[src/rtl/mos6502s_loader.sv]
`default_nettype none
// ============================================================================
//  Module      : mos6502s_loader
//  Description : Byte-stream memory loader for a 6502-style system. While idle,
//                the CPU bus passes straight through to memory. A start request
//                takes over the bus and halts the CPU. Incoming stream bytes are
//                then written to consecutive addresses, one write cycle per byte.
//                Bytes aimed at the ROM half (addr[15]=1) are consumed but not
//                written, and they flag an error. A configurable idle timeout
//                abandons a load whose stream has stalled.
//  Ports       :
//    clk, rst_n                  clock, synchronous active-low reset
//    start, base_addr, length    load request and its parameters
//    s_valid, s_data, s_ready    byte stream handshake
//    cpu_addr/data/rw/cs         CPU-side bus (used only while idle)
//    mem_addr/data/rw/cs         memory-side bus
//    cpu_halt, busy              high while the loader owns the bus
//    done                        one-cycle completion pulse
//    err                         sticky error (ROM target or timeout)
//    bytes_loaded                number of bytes actually written
//  Revision    : 1.0 - initial release
// ============================================================================
module mos6502s_loader #(
    parameter int TIMEOUT = 1024
) (
    input  logic        clk,
    input  logic        rst_n,
    input  logic        start,
    input  logic [15:0] base_addr,
    input  logic [15:0] length,
    input  logic        s_valid,
    input  logic [7:0]  s_data,
    output logic        s_ready,
    input  logic [15:0] cpu_addr,
    input  logic [7:0]  cpu_data,
    input  logic        cpu_rw,
    input  logic        cpu_cs,
    output logic [15:0] mem_addr,
    output logic [7:0]  mem_data,
    output logic        mem_rw,
    output logic        mem_cs,
    output logic        cpu_halt,
    output logic        busy,
    output logic        done,
    output logic        err,
    output logic [15:0] bytes_loaded
);

    localparam logic [15:0] c_timeout    = 16'(TIMEOUT);
    localparam bit          c_timeout_en = (TIMEOUT != 0);

    typedef enum logic [1:0] {
        ST_IDLE   = 2'd0,
        ST_LOAD   = 2'd1,
        ST_WRITE  = 2'd2,
        ST_FINISH = 2'd3
    } state_t;

    state_t      r_state;
    logic [15:0] r_ptr;
    logic [15:0] r_count;
    logic [15:0] r_idle;
    logic [15:0] r_bytes;
    logic        r_err;
    logic [7:0]  r_data;

    logic        w_own;
    logic        w_write;

    always_ff @(posedge clk) begin
        if (!rst_n) begin
            r_state <= ST_IDLE;
            r_ptr   <= 16'd0;
            r_count <= 16'd0;
            r_idle  <= 16'd0;
            r_bytes <= 16'd0;
            r_err   <= 1'b0;
            r_data  <= 8'd0;
        end else begin
            case (r_state)
                ST_IDLE: begin
                    if (start) begin
                        r_ptr   <= base_addr;
                        r_count <= length;
                        r_bytes <= 16'd0;
                        r_err   <= 1'b0;
                        r_idle  <= 16'd0;
                        r_state <= (length == 16'd0) ? ST_FINISH : ST_LOAD;
                    end
                end

                ST_LOAD: begin
                    if (s_valid) begin
                        r_idle <= 16'd0;
                        if (!r_ptr[15]) begin
                            r_data  <= s_data;
                            r_state <= ST_WRITE;
                        end else begin
                            // ROM target: swallow the byte, skip the write cycle,
                            // but still advance through the image.
                            r_err   <= 1'b1;
                            r_ptr   <= r_ptr + 16'd1;
                            r_count <= r_count - 16'd1;
                            r_state <= (r_count == 16'd1) ? ST_FINISH : ST_LOAD;
                        end
                    end else begin
                        r_idle <= r_idle + 16'd1;
                        // The cycle that makes the count reach TIMEOUT ends the load.
                        if (c_timeout_en && (r_idle + 16'd1 == c_timeout)) begin
                            r_err   <= 1'b1;
                            r_state <= ST_FINISH;
                        end
                    end
                end

                ST_WRITE: begin
                    r_ptr   <= r_ptr + 16'd1;
                    r_count <= r_count - 16'd1;
                    r_bytes <= r_bytes + 16'd1;
                    r_state <= (r_count == 16'd1) ? ST_FINISH : ST_LOAD;
                end

                ST_FINISH: begin
                    r_state <= ST_IDLE;
                end

                default: begin
                    r_state <= ST_IDLE;
                end
            endcase
        end
    end

    assign w_own   = (r_state != ST_IDLE);
    assign w_write = (r_state == ST_WRITE);

    // Outside IDLE the memory bus is driven purely from loader registers and
    // state; the CPU inputs are muxed out entirely.
    assign mem_addr = w_own ? r_ptr   : cpu_addr;
    assign mem_data = w_own ? r_data  : cpu_data;
    assign mem_cs   = w_own ? w_write : cpu_cs;
    assign mem_rw   = w_own ? ~w_write : cpu_rw;

    assign s_ready      = (r_state == ST_LOAD);
    assign done         = (r_state == ST_FINISH);
    assign busy         = w_own;
    assign cpu_halt     = w_own;
    assign err          = r_err;
    assign bytes_loaded = r_bytes;

endmodule
`default_nettype wire

[config.mk]
export PLATFORM = sky130hd
export DESIGN_NAME = mos6502s_loader
export DESIGN_NICKNAME = d
export VERILOG_FILES = /design/src/rtl/mos6502s_loader.sv
export SDC_FILE = /design/constraint.sdc
export NUM_CORES = 1
export LEC_CHECK = 0
export BUFFER_PORTS_ARGS = -buffer_cell sky130_fd_sc_hd__buf_4
export CAP_MARGIN = 5
export CORE_MARGIN = 5
export CORE_UTILIZATION = 28
export CTS_BUF_LIST = sky130_fd_sc_hd__clkbuf_4
export DETAILED_ROUTE_END_ITERATION = 8
export PLACE_DENSITY_LB_ADDON = 0.3
export SETUP_SLACK_MARGIN = 0.4
export SKIP_LAST_GASP = 1
export SLEW_MARGIN = 20
export SYNTH_ARGS = -nofsm -noshare
export SYNTH_HDL_FRONTEND = slang
export SYNTH_SLANG_ARGS = --single-unit
[constraint.sdc]
create_clock -name clk -period 2.62 [get_ports clk]
set_clock_uncertainty 0.2 [all_clocks]
set_input_delay 0.262 -clock clk [delete_from_list [all_inputs] [get_ports clk]]
set_output_delay 0.262 -clock clk [all_outputs]
set_load 0.05 [all_outputs]
==> results.tsv <==
stage	metric	value	unit
final_layout	num-nets-final	865	
cts	cts_buffer_depth	2	
global_route	antenna_found_initial	1	
setup_path	cp-endpoint	mem_addr[9]	
placement	pre_cts_slack	0.2534	ns
setup_path	critPathArrivalTime	1.81	ns
status	status	finished clean	
global_route	grt_pass1_vias	4933	
pwr	cellLeakagePower	3.232	nW
pwr	vdd.ir_drop.worst	1.016	mV
floorplanning	design.core.area	17060	um2
placement	io_buffers	116	
synthesis	synthFlopType	dfxtp_1	
setup_path	path_max_fanout	7	
synthesis	synth_nets	682	
detailed_routing	drtPass1Iterations	4	
sta	slew_headroom	0.6393	
setup_path	r2r-start	r_state[0]	
detailed_routing	avgViaCountPerCell	5.105	
setup_path	crit_start	r_state[0]	
final_layout	syn_to_final_growth	57.42	%
global_route	grt_usage	0.1523	
setup_path	criticalPathCategory	reg2out	
detailed_routing	vias	5182	
detailed_routing	wl	16180	um
final_layout	final.fill_count	1671	
sta	hold_viol_final	0	
global_route	grt_first_pass_wirelength	24630	um
global_route	grt_max_degree	47	
floorplanning	ioPinCount	117	
cts	root_buffer	clkbuf_4	
synthesis	synth_seq_cells	75	
synthesis	syn_inst	601	
floorplanning	die_h	141.1	um
placement	gp_congestion	0.8594	
synthesis	yosysWarnings	0	
sta	fin_crit_sh	0.8686	
detailed_routing	antenna_left	0	
cts	clk_latency	0.47	ns
setup_path	worstSetupEndpointType	output port	
detailed_routing	post_drt_wl_per_cell	15.94	um
sta	max_freq	439.4	MHz
floorplanning	die_w	141.1	um
floorplanning	rows	48	
sta	rsz0062_at_grt	true	
synthesis	syn_area_per_cell	8.009	um2
cts	path_clk_slew	0.14	ns
sta	setup_violations	0	
sta	worstMarginPinSlew	0.5398	ns
synthesis	synth-edff-count	0	
worst_hold_path	hp-class	in2reg	
detailed_routing	drc_errors	0	
sta	slew_viol_final	0	
synthesis	ys_seq_area_frac	0.3119	
detailed_routing	drt-initial-drc-count	339	
setup_path	reg2reg_to	r_ptr[0]	
floorplanning	initial_utilization	0.2822	
final_layout	drive_gt1_frac	0.3777	
placement	place_inst	921	
final_layout	final_cells	1015	
global_route	grt_overflow	0	
pwr	cellPowerDensity	1224	nW/um2
worst_hold_path	worstHoldStart	length[3]	
placement	dp_hpwl	9962	um
floorplanning	die-area	19910	um2
setup_path	crit_required	2.16	ns
setup_path	r2r_slack	0.36	ns
cts	cts_tree	built	
flow_run	max_cap_viol_count	0	
synthesis	synth_cell_types	65	
setup_path	cp-start-kind	flip-flop	
synthesis	netlist_area	4813	um2
sta	setup-tns-final	0	ns
cts	cts_buffers	9	
sta	layout_setup_ws	0.3441	ns
synthesis	async_flop_share	0	
cts	htreeDepth	3	
cts	clkSinkCount	75	
setup_path	rr_worst_depth	13	
sta	fin_crit	2.276	ns
critical path, cell delays in order, from the launching register on:
cell	delay, ns
dfxtp_4	0.39
inv_4	0.04
ha_4	0.17
buf_12	0.14
buf_16	0.14
mux2_4	0.31
buf_8	0.15
cell usage in the layout, fill, tap and decap left out, types with 7 or more instances in the layout:
cell / count
nand4_1: 7
mux2_4: 22
o211a_1: 9
nor3_1: 12
buf_6: 9
buf_4: 134
buf_8: 24
a21oi_1: 32
nand3_1: 21
and2_1: 7
mux2i_1: 11
dfxtp_2: 12
nor2_1: 34
dfxtp_1: 57
a21boi_1: 7
a22oi_1: 7
nand2b_1: 9
o21ai_1: 26
a31oi_1: 10
o22ai_1: 9
xor2_1: 9
nand2_1: 50
inv_1: 16
nor2b_1: 30
o21ai_0: 28
dlygate4sd3_1: 31
clkbuf_4: 9
repair_timing:
item | CTS | global route
hold buffers | 31 | 0
gates resized for setup | 102 | 59
setup endpoints to repair | 37 | 74
hold endpoints to repair | 31 | 0
buffers inserted | 19 | 15
gates cloned | 5 | 7
pin swaps | 10 | 21
kinds of logic (layout without fill, tap and decap cells):
family | Yosys count | count (layout) | share of synthesized area
flops | 75 | 75 | 0.3119
other cells | 0 | 1 | 0
mux | 38 | 38 | 0.08604
buf+inv | 63 | 251 | 0.05667
compound gates | 172 | 172 | 0.2314
fa+ha+maj | 11 | 11 | 0.02859
simple gates | 229 | 229 | 0.2618
xor+xnor | 13 | 13 | 0.02365
cell usage after synthesis, types with 10 or more instances:
| library cell | n | share of area |
|---|---|---|
| a21oi_1 | 36 | 0.037 |
| a22oi_1 | 12 | 0.019 |
| a31oi_1 | 10 | 0.013 |
| and3_1 | 14 | 0.018 |
| clkbuf_1 | 23 | 0.018 |
| dfxtp_1 | 75 | 0.31 |
| ha_1 | 11 | 0.029 |
| inv_1 | 20 | 0.016 |
| mux2_2 | 26 | 0.061 |
| mux2i_1 | 11 | 0.023 |
| nand2_1 | 51 | 0.040 |
| nand3_1 | 22 | 0.023 |
| nor2_1 | 36 | 0.028 |
| nor2b_1 | 31 | 0.040 |
| nor3_1 | 14 | 0.015 |
| o21ai_0 | 32 | 0.033 |
| o21ai_1 | 24 | 0.025 |
stage by stage:
stage          hold WS, ns    util  power [mW]  instance area (um2)
2_1_floorplan       0.2096       -       4.887                 4843
3_3_place_gp        0.2648  0.3505       6.131                 5978
3_5_place_dp        0.2705  0.3505       6.129                 5978
4_1_cts           0.003704  0.4180       8.495                 7129
5_1_grt            0.02452  0.4442       9.810                 7577
6_report           0.04410  0.4442       9.275                 7577
how the worst min path moves through the flow:
stage	endpoint	slack, ns	cells past startpoint
6_report	r_count[3]	0.04	5
5_1_grt	r_ptr[2]	0.02	5
4_1_cts	r_count[9]	0.004	5
3_5_place_dp	r_count[1]	0.27	2
3_3_place_gp	r_count[1]	0.26	2
2_1_floorplan	r_ptr[5]	0.21	2
registers in the layout (all words and copies together) (netlist names):
register / cells
bytes_loaded: 16
r_count: 16
r_idle: 16
r_ptr: 16
r_data: 8
r_state: 2
err: 1
cell type report:
cell class | instances | area, um2 | area share
antenna | 1 | 2.502 | 0.0003303
clock buffer | 9 | 67.56 | 0.008917
clock inverter | 7 | 125.1 | 0.01651
inverter | 22 | 90.09 | 0.01189
multi-input combinational | 463 | 3336 | 0.4402
sequential | 75 | 1539 | 0.2031
tap | 225 | 281.5 | 0.03715
timing repair buffer | 213 | 2136 | 0.2819
report_power, final:
group / switching, mW / internal (mW) / total, mW
clock network: 0.487 / 0.490 / 0.976
logic: 3.39 / 3.19 / 6.58
registers: 0.309 / 1.41 / 1.72
total: 4.18 / 5.09 / 9.27
per-layer routing:
| metal | part of all wire | GRT usage |
|---|---|---|
| met1 | 0.46 | 0.1982 |
| met2 | 0.46 | 0.2433 |
| met3 | 0.071 | 0.05020 |
| met4 | 0.013 | 0.03876 |
| met5 | 0 | 0 |
Note: power is estimated with default switching activity, not from simulation.
